`src/rtl/keypad_scan4.sv`:
```
// 4x4 active-low matrix keypad scanner with press/release debounce, hex encoding
// and a sticky key register acknowledged by the CPU through KeyCtrl.
module keypad_scan4 #(
    parameter int SCAN_DIV     = 2000,
    parameter int DEBOUNCE_CNT = 20000
) (
    input  logic       clk,
    input  logic       rst,
    input  logic [3:0] col,
    input  logic       KeyCtrl,
    output logic [3:0] row,
    output logic [3:0] key_code,
    output logic       key_valid,
    output logic       key_held,
    output logic       overrun
);

    localparam int DW = (SCAN_DIV > 2) ? $clog2(SCAN_DIV) : 1;
    localparam int CW = $clog2(DEBOUNCE_CNT + 1);
    localparam logic [DW-1:0] DWELL_LAST = DW'(SCAN_DIV - 1);
    localparam logic [CW-1:0] DEB_LAST   = CW'(DEBOUNCE_CNT - 1);

    typedef enum logic [1:0] {
        SCAN     = 2'd0,
        DEBOUNCE = 2'd1,
        PRESSED  = 2'd2
    } state_t;

    state_t        state_r, state_s;
    logic [3:0]    col_meta_r, col_sync_r;
    logic [1:0]    idx_r, idx_s;
    logic [DW-1:0] dwell_r, dwell_s;
    logic [CW-1:0] cnt_r, cnt_s;
    logic [1:0]    cap_col_r, cap_col_s;
    logic [3:0]    key_code_s;
    logic          key_valid_s, key_held_s, overrun_s;
    logic          accept_s;

    function automatic logic [3:0] key_map(input logic [1:0] r, input logic [1:0] c);
        logic [3:0] code;
        case ({r, c})
            4'h0: code = 4'h1;
            4'h1: code = 4'h2;
            4'h2: code = 4'h3;
            4'h3: code = 4'hA;
            4'h4: code = 4'h4;
            4'h5: code = 4'h5;
            4'h6: code = 4'h6;
            4'h7: code = 4'hB;
            4'h8: code = 4'h7;
            4'h9: code = 4'h8;
            4'hA: code = 4'h9;
            4'hB: code = 4'hC;
            4'hC: code = 4'hE;
            4'hD: code = 4'h0;
            4'hE: code = 4'hF;
            4'hF: code = 4'hD;
            default: code = 4'h0;
        endcase
        return code;
    endfunction

    function automatic logic [1:0] lowest_low(input logic [3:0] c);
        logic [1:0] pos;
        if (!c[0])      pos = 2'd0;
        else if (!c[1]) pos = 2'd1;
        else if (!c[2]) pos = 2'd2;
        else            pos = 2'd3;
        return pos;
    endfunction

    // Two-flop column synchronizer; resets to the idle (released) level.
    always_ff @(posedge clk or posedge rst) begin
        if (rst) begin
            col_meta_r <= 4'hF;
            col_sync_r <= 4'hF;
        end else begin
            col_meta_r <= col;
            col_sync_r <= col_meta_r;
        end
    end

    // Next-state and output logic; idx stays frozen outside SCAN, so it doubles as the captured row.
    always_comb begin
        state_s     = state_r;
        idx_s       = idx_r;
        dwell_s     = dwell_r;
        cnt_s       = cnt_r;
        cap_col_s   = cap_col_r;
        key_code_s  = key_code;
        key_held_s  = key_held;
        accept_s    = 1'b0;
        case (state_r)
            SCAN: begin
                if (dwell_r == DWELL_LAST) begin
                    dwell_s = {DW{1'b0}};
                    if (col_sync_r == 4'hF) begin
                        idx_s = idx_r + 2'd1;
                    end else begin
                        cap_col_s = lowest_low(col_sync_r);
                        cnt_s     = {CW{1'b0}};
                        state_s   = DEBOUNCE;
                    end
                end else begin
                    dwell_s = dwell_r + {{(DW-1){1'b0}}, 1'b1};
                end
            end
            DEBOUNCE: begin
                if (!col_sync_r[cap_col_r]) begin
                    if (cnt_r == DEB_LAST) begin
                        cnt_s      = {CW{1'b0}};
                        state_s    = PRESSED;
                        accept_s   = 1'b1;
                        key_code_s = key_map(idx_r, cap_col_r);
                        key_held_s = 1'b1;
                    end else begin
                        cnt_s = cnt_r + {{(CW-1){1'b0}}, 1'b1};
                    end
                end else begin
                    cnt_s   = {CW{1'b0}};
                    dwell_s = {DW{1'b0}};
                    idx_s   = idx_r + 2'd1;
                    state_s = SCAN;
                end
            end
            PRESSED: begin
                if (col_sync_r[cap_col_r]) begin
                    if (cnt_r == DEB_LAST) begin
                        cnt_s      = {CW{1'b0}};
                        dwell_s    = {DW{1'b0}};
                        idx_s      = idx_r + 2'd1;
                        key_held_s = 1'b0;
                        state_s    = SCAN;
                    end else begin
                        cnt_s = cnt_r + {{(CW-1){1'b0}}, 1'b1};
                    end
                end else begin
                    cnt_s = {CW{1'b0}};
                end
            end
            default: begin
                state_s = SCAN;
                cnt_s   = {CW{1'b0}};
                dwell_s = {DW{1'b0}};
            end
        endcase

        // A press accepted on the acknowledge edge wins over the acknowledge.
        if (accept_s) begin
            key_valid_s = 1'b1;
            overrun_s   = KeyCtrl ? 1'b0 : (overrun | key_valid);
        end else if (KeyCtrl) begin
            key_valid_s = 1'b0;
            overrun_s   = 1'b0;
        end else begin
            key_valid_s = key_valid;
            overrun_s   = overrun;
        end
    end

    // State, counters and registered outputs.
    always_ff @(posedge clk or posedge rst) begin
        if (rst) begin
            state_r   <= SCAN;
            idx_r     <= 2'd0;
            dwell_r   <= {DW{1'b0}};
            cnt_r     <= {CW{1'b0}};
            cap_col_r <= 2'd0;
            row       <= 4'b1110;
            key_code  <= 4'h0;
            key_valid <= 1'b0;
            key_held  <= 1'b0;
            overrun   <= 1'b0;
        end else begin
            state_r   <= state_s;
            idx_r     <= idx_s;
            dwell_r   <= dwell_s;
            cnt_r     <= cnt_s;
            cap_col_r <= cap_col_s;
            row       <= ~(4'b0001 << idx_s);
            key_code  <= key_code_s;
            key_valid <= key_valid_s;
            key_held  <= key_held_s;
            overrun   <= overrun_s;
        end
    end

endmodule

```
`config.mk`:
```
export PLATFORM = sky130hd
export DESIGN_NAME = keypad_scan4
export DESIGN_NICKNAME = d
export VERILOG_FILES = /design/src/rtl/keypad_scan4.sv
export SDC_FILE = /design/constraint.sdc
export NUM_CORES = 1
export LEC_CHECK = 0
export CAP_MARGIN = 10
export CORE_MARGIN = 5
export CORE_UTILIZATION = 25
export DETAILED_ROUTE_END_ITERATION = 8
export PLACE_DENSITY = 0.43
export RECOVER_POWER = 25
export SKIP_CTS_REPAIR_TIMING = 1
export SLEW_MARGIN = 20
export SYNTH_ARGS = -nofsm -noshare
export SYNTH_HDL_FRONTEND = slang
export SYNTH_SLANG_ARGS = --single-unit
```
`constraint.sdc`:
```
create_clock -name clk -period 2.9 [get_ports clk]
set_input_delay 0.87 -clock clk [delete_from_list [all_inputs] [get_ports clk]]
set_output_delay 0.87 -clock clk [all_outputs]
set_load 0.01 [all_outputs]
```
# Yosys cells after proc, flatten, opt, wreduce, memory -nomap -nowiden

Memory sizes are Yosys's and may differ from the RTL's. A register that Yosys moved wholly into a read port is not among the register bits.
Cells that the tools add are included.

Add/subtract/negate cells: 3
Order comparisons: 1
Eq/ne operators: 13
Shifts and indexed selects: 1
Mux-type cells: 41
Bitwise logic cells: 4
Reductions and logical operators: 9

Operators with widths:

| cell                  | number |
|---|---|
| $mux 15               | 5 |
| $pmux 15 s3           | 1 |
| $mux 11               | 4 |
| $pmux 11 s3           | 1 |
| $mux 2                | 13 |
| $add 15x1->15 const B | 1 |
| $eq 15x15->1 const B  | 1 |
| $ne 2x2->1 const B    | 7 |
| $mux 1                | 13 |
| $pmux 2 s3            | 2 |
| $add 11x1->11 const B | 1 |
| $eq 11x11->1 const B  | 1 |
| $reduce_and 5->1      | 2 |
| $reduce_and 3->1      | 3 |
| $eq 4x4->1 const B    | 1 |
| $not 4->4             | 1 |
| $reduce_bool 2->1     | 2 |
| $shl 1x2->4 const A   | 1 |
| $lt 2x3->1 const B    | 1 |
| $ne 3x3->1 const B    | 1 |
| $add 2x1->2 const B   | 1 |
| $bmux 1 s2            | 1 |
| $eq 2x1->1 const B    | 1 |
| $eq 2x2->1 const B    | 1 |
| other kinds (5)       | 6 |

Register bits: 47
Bits in read-only memories: 64
Input port bits: 7
Output and inout port bits: 11
Word-level logic and storage cells: 84
Memories: 1

Memories:

| name            | words | bits a word | rd ports | clocked after Yosys merged registers in | write ports | RTL line | text |
|---|---|---|---|---|---|---|---|
| (no name shown) | 16    | 4           | 1        | 1                                       | 0           | 41       | `case ({r, c})` |

# Depth between registers and ports, before layout

Gate-level depths: netlist (run 1).

Word-level depth: 6
Mapped depth: 8
Gate-level depth less buffers: 8

# Worst setup path before layout (run 1)

No wires, ideal clock.

Path kind: register -> register
Start: reg cnt_r[6]
End: reg state_r[1]
Library setup time: 0.125 ns
Arrival time: 1.954 ns
Required time: 2.775 ns
Path slack: 0.822 ns
Cell stages (with the launch flop): 7
Path buffers: 0
Clock period less this slack: 2.078 ns
Cells stage by stage: dfrtp_1 > or3_4 > nor4_4 > nand2_1 > a21o_1 > nor2_1 > mux2_2

Word-level cells in the longest chain between the ends: 3
Elaborated cells between the ends (all ways): 4
Classes of those cells: 3 x eq/ne; 1 x reduce/logical

RTL lines:

| item                                                      | RTL line | text |
|---|---|---|
| start: declaration                                        | 33       | `logic [CW-1:0] cnt_r, cnt_s;` |
| start signal: assignment                                  | 167      | `cnt_r <= {CW{1'b0}};` |
| start signal: assignment                                  | 178      | `cnt_r <= cnt_s;` |
| $eq 15x15->1 (*)                                          | 110, 128 |  |
| $ne 3x3->1 (no line) / $ne 2x2->1 (equally long branches) | -        |  |
| $reduce_and 5->1 (no line) (*)                            | -        |  |
| end signal: assignment                                    | 175      | `state_r <= state_s;` |
| end: declaration                                          | 29       | `state_t state_r, state_s;` |

Mark *: on every way between the ends. The rest lies on a longest branch, timed or not.
A chain may end at the register's enable or synchronous reset.

# Worst setup path after layout (run 1)

Start: reg cap_col_r[0]
End: reg cnt_r[3]

Word-level cells in the longest chain between the ends: 4
Elaborated cells between the ends (all ways): 5
Classes of those cells: 5 x mux

RTL lines:

| item                              | RTL line | text |
|---|---|---|
| start: declaration                | 34       | `logic [1:0] cap_col_r, cap_col_s;` |
| start signal: assignment          | 179      | `cap_col_r <= cap_col_s;` |
| $bmux 1 s2 (*)                    | 109, 127 |  |
| $mux 1 (implied by the code) (*)  | 109, 127 |  |
| $mux 15, on equally long branches | 127, 109 |  |
| $pmux 15 s3 (*)                   | 93       | `case (state_r)` |

Mark *: on every way between the ends. The rest lies on a longest branch, timed or not. The select of a mux whose other input is x is not followed.

==> impl_metrics.ini, run 1 <==
[sta]
final.setup.worst_slack_ns = 0.574
fmax_ghz = 0.430
timing_hold_violations_final = 0
final_cycle_utilization_of_the_critical_path_pct = 80.2
grt_setup_unrepaired = false
slew_at_the_pin_with_the_worst_max_slew_slack_ns = 0.866
maxSlewViolCount = 0
finalSetupViolCount = 0
clock_skew_ns = 0.00941
slew_headroom_pct = 42.2
layout_min_cycle_time_ns = 2.33
final.setup.tns_ns = 0

[placement]
post-dp-hpwl_um = 3790
place_congestion = 0.734
port_buffers = 17
dp_worst_setup_slack_ns = 0.578

[global_route]
grt_antenna_before_repair = 0
track_usage_pct = 8.68
gr-usage-met2_pct = 13.6
met3_usage_pct = 1.76
first_global_vias = 1891
grt_overflow_total = 0
grt_max_degree = 32
grtUsageMet1_pct = 11.7
wire_length_of_the_first_global_routing_pass_um = 9050
grt_most_used_layer = met2

[pwr]
power_frac_comb_pct = 2.3
pwr-share-seq_pct = 57.4
static-leakage-power_nw = 1.27
fin_total_pwr_w = 0.00126
internal-power_w = 0.000989
switching_share_pct = 21.6
vdd_ir_drop_max_v = 0.000171
power.switching_w = 0.000272
p_clk_share_pct = 40.3
pwr_density_cell_nw_per_um2 = 405

[setup_path]
worst_setup_path_end_kind = flip-flop
critPathKind = reg -> reg
cp.arrival_ns = 2.56
cp-start-kind = flip-flop
crit-reg2reg-capture = cnt_r[3]
worst-endpoint-required_ns = 3.13
reg2reg_from = cap_col_r[0]
critical_path_peak_fanout = 8
timing.reg2reg.setup_slack_ns = 0.57
worst-r2r-cell-count = 6

[drt]
via_count = 1902
post_drt_via_cell_ratio = 4.49
ant_nets = 0
initialDrtViolationCount = 58
postRouteWirelength_um = 5240
drc_errors = 0
firstDrtPassIters = 4
average_detailed_routed_wire_length_per_instance_um = 12.4

[layout]
layout-area-overhead-vs-synth_pct = 17.6
nNetsFinal = 305
filler_cell_count = 1074
antenna_cells = 0
final_layout_size_suffix_gt1_share_pct = 12.8
combined_flip_flop_and_latch_cell_area_um2 = 1290
multi_input_comb_area_um2 = 1270

[logic_synthesis]
synth_nets = 282
postSynthRegisterBits = 51
post_synthesis_sequential_area_ratio_pct = 48.7
post_synth_instance_area_um2 = 2650
ys_warn_count = 0
synthCells = 264
synth-main-ff-cell = sky130_fd_sc_hd__dfrtp_1
average_cell_area_after_synthesis_um2 = 10.0
share_of_synthesized_flip_flops_with_an_asynchronous_set_or_reset_pct = 100
netlist-cell-type-count = 53
number_of_enable_flip_flop_cells_after_synthesis = 0

[outcome]
run_status = finished clean

[min_path]
hold_depth = 0
min-delay-start = col_meta_r[0]
worstHoldPathType = reg -> reg
timing.hold.worst_endpoint = col_sync_r[0]

[floorplanning]
initial_core_util_pct = 25.6
placementRows = 37
design.core.area_um2 = 10300
chipHeight_um = 113
dieWidth_um = 113
design.die.area_um2 = 12700
ios = 18

[cts]
cts-root-buf = sky130_fd_sc_hd__clkbuf_8
cts_inserted_buffers = 5
insertion_delay_ns = 0.31
clock_path_buffers = 2
cts_tree = done
clkSinkCount = 51
cts.reportedPaths.clkPinSlew_ns = 0.10
cts.htree.levels = 2

[run]
cap_violations = 0
cell usage after synthesis (all sizes together), types with 2 or more instances:
master | n | share of area (%)
nand2b | 5 | 1.2
nor2 | 30 | 4.5
o21ai | 31 | 6.0
nand4b | 2 | 0.66
ha | 11 | 5.2
mux2i | 4 | 1.5
nand2 | 26 | 3.7
dfrtp | 40 | 38
mux2 | 2 | 0.85
o211ai | 2 | 0.57
clkbuf | 2 | 0.28
a21oi | 7 | 1.3
buf | 3 | 0.80
nor2b | 7 | 1.7
or3 | 3 | 1.1
xnor2 | 7 | 2.3
o31ai | 4 | 1.1
or2 | 2 | 0.47
nor3 | 4 | 0.76
nand4 | 4 | 1.2
xor2 | 3 | 0.99
nand3 | 9 | 1.7
a31oi | 2 | 0.47
and3 | 6 | 1.4
inv | 14 | 2.0
dfstp | 11 | 11
mux4 | 2 | 1.7
o41ai | 2 | 0.95
nand3b | 2 | 0.57
or4 | 2 | 0.71
cell families after synthesis:
family          Yosys count  share of synthesized area (%)
compound gates           57                           13.6
xor+xnor                 10                           3.31
fa+ha+maj                11                           5.20
buf+inv                  19                           3.07
flops                    51                           48.7
mux                       8                           4.07
simple gates            108                           22.0
area by class of cell:
class	instances	area share [%]
Sequential cell	51	41.4
Inverter	14	1.69
Tap cell	136	5.47
Clock buffer	5	2.21
Timing Repair Buffer	21	6.83
Clock inverter	3	1.41
Multi-Input combinational cell	194	41.0
metrics by stage:
step	area, um^2	hold slack (ns)	cells	util, %
5_1_grt	3110	0.359	424	30.2
3_3_place_gp	3000	0.347	416	29.1
3_5_place_dp	3000	0.347	416	29.1
2_1_floorplan	2650	0.345	264	-
6_report	3110	0.356	424	30.2
4_1_cts	3110	0.358	424	30.2
power groups by stage:
stage	sequential [W]	clock, W	combinational, W
CTS	0.000725	0.000537	0.0000325
detailed placement	0.000738	0	0.0000323
floorplan	0.000737	0	0.0000145
finish	0.000725	0.000508	0.0000289
global route	0.000726	0.000561	0.0000341
global placement	0.000738	0	0.0000325
critical path, stage by stage (launching register included):
cell and delay, ns:
sky130_fd_sc_hd__dfrtp_1 0.54, sky130_fd_sc_hd__mux4_2 0.66, sky130_fd_sc_hd__mux2_2 0.26, sky130_fd_sc_hd__nand3b_1 0.16
sky130_fd_sc_hd__or2_2 0.34, sky130_fd_sc_hd__nand2b_1 0.14, sky130_fd_sc_hd__o21ai_0 0.13
layout by cell type, fill, tap and decap left out, types with 4 or more instances in the layout:
cell type / synthesis / final
sky130_fd_sc_hd__nand2_1: 26 / 26
sky130_fd_sc_hd__nor2_1: 29 / 29
sky130_fd_sc_hd__and3_1: 6 / 6
sky130_fd_sc_hd__nand3_1: 9 / 9
sky130_fd_sc_hd__clkbuf_8: 0 / 5
sky130_fd_sc_hd__clkdlybuf4s50_1: 0 / 12
sky130_fd_sc_hd__dlygate4sd3_1: 0 / 5
sky130_fd_sc_hd__o31ai_1: 4 / 4
sky130_fd_sc_hd__dfrtp_1: 40 / 40
sky130_fd_sc_hd__mux2i_1: 4 / 4
sky130_fd_sc_hd__nand2b_1: 5 / 5
sky130_fd_sc_hd__dfstp_2: 11 / 11
sky130_fd_sc_hd__nor3_1: 4 / 4
sky130_fd_sc_hd__nor2b_1: 7 / 7
sky130_fd_sc_hd__xnor2_1: 7 / 7
sky130_fd_sc_hd__o21ai_0: 30 / 30
sky130_fd_sc_hd__ha_1: 11 / 11
sky130_fd_sc_hd__a21oi_1: 7 / 7
sky130_fd_sc_hd__inv_1: 14 / 14
how the worst max path moves through the flow:
stage | endpoint | slack [ns] | start | depth (start not counted)
after global placement | cnt_r[3] | 0.58 | cap_col_r[0] | 6
after global routing | cnt_r[13] | 0.38 | dwell_r[0] | 6
after floorplan | cap_col_r[0] | 0.82 | rst | 1
after CTS | cnt_r[3] | 0.55 | cap_col_r[0] | 6
after detailed placement | dwell_r[3] | 0.58 | cap_col_r[0] | 7
final | cnt_r[3] | 0.57 | cap_col_r[0] | 6
state kept, by name (all words and copies together) (netlist names):
signal / cells
key_code: 4
cnt_r: 15
dwell_r: 11
key_valid: 1
state_r: 2
key_held: 1
overrun: 1
row: 4
idx_r: 2
col_meta_r: 4
cap_col_r: 2
col_sync_r: 4
metal layers:
metal / vias up / share of wire, %
met4: 0 / 1.9
met2: 31 / 44
li1: 978 / -
met1: 887 / 51
met5: - / 0
met3: 6 / 3.6
Power figures use the tool's default switching activity.
==> run 2, diff against run 1 <==
==> constraint.sdc (replaced) <==
create_clock -name clk -period 2.28 [get_ports clk]
set_input_delay 0.684 -clock clk [delete_from_list [all_inputs] [get_ports clk]]
set_output_delay 0.684 -clock clk [all_outputs]
set_load 0.01 [all_outputs]
==> run 2 against run 1 <==
Net effect:
- hold slack gained 0.0048 ns
- clock-buffer cell count up 2
- power grew 22%
- largest cell class unchanged
==> impl_metrics.ini, run 2 (synthesis gave the netlist of run 1 again) <==
[pwr]
pwr_density_cell_nw_per_um2 = 484
vdd_ir_drop_max_v = 0.000224
fin_total_pwr_w = 0.00154
static-leakage-power_nw = 1.31

[cts]
cts.reportedPaths.clkPinSlew_ns = 0.10
clkSinkCount = 51
cts_tree = done
cts.htree.levels = 2
clock_path_buffers = 2
cts-root-buf = sky130_fd_sc_hd__clkbuf_8
cts_inserted_buffers = 5
insertion_delay_ns = 0.30

[setup_path]
critPathKind = reg -> reg
crit_buf_inv = 0
cp-start-kind = flip-flop
cells_along_the_critical_path = ha_1 -> nand3_1 -> nor4_4 -> nand2_1 -> a21o_1 -> nor2_1 -> mux2_2
cp.arrival_ns = 2.33
critical_path.slowest_cell = sky130_fd_sc_hd__nor4_4
critical_path_peak_fanout = 4
worst_setup_path_end_kind = flip-flop
timing.reg2reg.setup_slack_ns = 0.15
crit_family = simple AND/OR/NAND/NOR gates
worst-endpoint-required_ns = 2.48
slowest_delay_ns = 0.41

[layout]
layoutNonFillerInstCount = 436
largest_register = cnt_r
leading_cell_type_in_the_layout_fill_and_taps_excluded = sky130_fd_sc_hd__dfrtp_1
commonest_cells_after_routing_fill_and_taps_aside = sky130_fd_sc_hd__dfrtp_1, sky130_fd_sc_hd__o21ai_0, sky130_fd_sc_hd__nor2_1
filler_cell_count = 1065
layout-area-overhead-vs-synth_pct = 20.4
largest_reg_flops = 15
antenna_cells = 0
final_layout_size_suffix_gt1_share_pct = 16.7
nNetsFinal = 317
layout_top_registers = cnt_r (15), dwell_r (11)

[drt]
via_count = 1961
firstDrtPassIters = 4
average_detailed_routed_wire_length_per_instance_um = 12.2
postRouteWirelength_um = 5300
initialDrtViolationCount = 140
ant_nets = 0
post_drt_via_cell_ratio = 4.50
drc_errors = 0

[floorplanning]
ios = 18
initial_core_util_pct = 25.6
dieWidth_um = 113
design.die.area_um2 = 12700
placementRows = 37
design.core.area_um2 = 10300
chipHeight_um = 113

[global_route]
grt_max_degree = 20
track_usage_pct = 8.90
first_global_vias = 1907
wire_length_of_the_first_global_routing_pass_um = 9450
grt_overflow_total = 0
grt_antenna_before_repair = 0

[sta]
slew_headroom_pct = 50.6
finalSetupViolCount = 0
layout_min_cycle_time_ns = 2.13
timing_hold_violations_final = 0
clock_skew_ns = 0.0110
grt_setup_unrepaired = false
final.setup.tns_ns = 0
fmax_ghz = 0.469
slew_at_the_pin_with_the_worst_max_slew_slack_ns = 0.740
final_cycle_utilization_of_the_critical_path_pct = 93.5
fin_worst_hold_slack_ns = 0.360
maxSlewViolCount = 0

[run]
cap_violations = 0

[outcome]
run_status = finished clean

[placement]
port_buffers = 17
post-dp-hpwl_um = 3890
place_congestion = 0.709
dp.cells = 427

[min_path]
worstHoldPathType = reg -> reg
## run 2: worst register-to-register path, stage by stage, from the launching register on
cell and delay [ns]:
sky130_fd_sc_hd__dfrtp_1 0.39, sky130_fd_sc_hd__ha_1 0.20, sky130_fd_sc_hd__nand3_1 0.17, sky130_fd_sc_hd__nor4_4 0.41
sky130_fd_sc_hd__nand2_1 0.16, sky130_fd_sc_hd__a21o_1 0.21, sky130_fd_sc_hd__nor2_1 0.13, sky130_fd_sc_hd__mux2_2 0.34
## run 2: metrics by stage
| step | util (%) | setup WS, ns | instance area [um^2] |
|---|---|---|---|
| 3_3_place_gp | 29.9 | 0.0640 | 3080 |
| 3_5_place_dp | 29.9 | 0.0666 | 3080 |
| 2_1_floorplan | - | 0.202 | 2650 |
| 4_1_cts | 30.9 | 0.0694 | 3190 |
| 6_report | 30.9 | 0.147 | 3190 |
| 5_1_grt | 30.9 | 0.00696 | 3190 |
## run 2: report_power, final
group	switching, W	leakage, nW	internal (W)
Sequential	0.00000440	0.660	0.000917
Clock	0.000307	0.0505	0.000277
Combinational	0.0000234	0.601	0.0000128
Total	0.000335	1.31	0.00121
## run 2: worst paths after layout
kind                               start             to  cells past startpoint
max                             cnt_r[0]     state_r[1]                      7
min                        col_meta_r[3]  col_sync_r[3]                      0
max reg2reg                     cnt_r[0]     state_r[1]                      7
min reg2reg                col_meta_r[3]  col_sync_r[3]                      0
max in group asynchronous            rst         row[3]                      3
min in group asynchronous            rst   cap_col_r[0]                      2
## run 2: final cells by class
class                   instances  area (um^2)  share of cell area [%]
clock inverters                 1         7.51                   0.236
flip-flops and latches         51         1290                    40.5
repair buffers                 33          288                    9.03
clock buffers                   7         96.3                    3.02
well taps                     136          170                    5.34
multi-input cells             194         1280                    40.2
inverters                      14         52.6                    1.65
## run 2: metal layers
layer / track usage (%) / share of wire [%] / vias to the layer above
met5: 0 / 0 / -
met4: 2.88 / 1.5 / 0
met3: 1.87 / 3.4 / 5
met2: 13.2 / 41 / 30
met1: 12.9 / 54 / 934
li1: - / - / 992
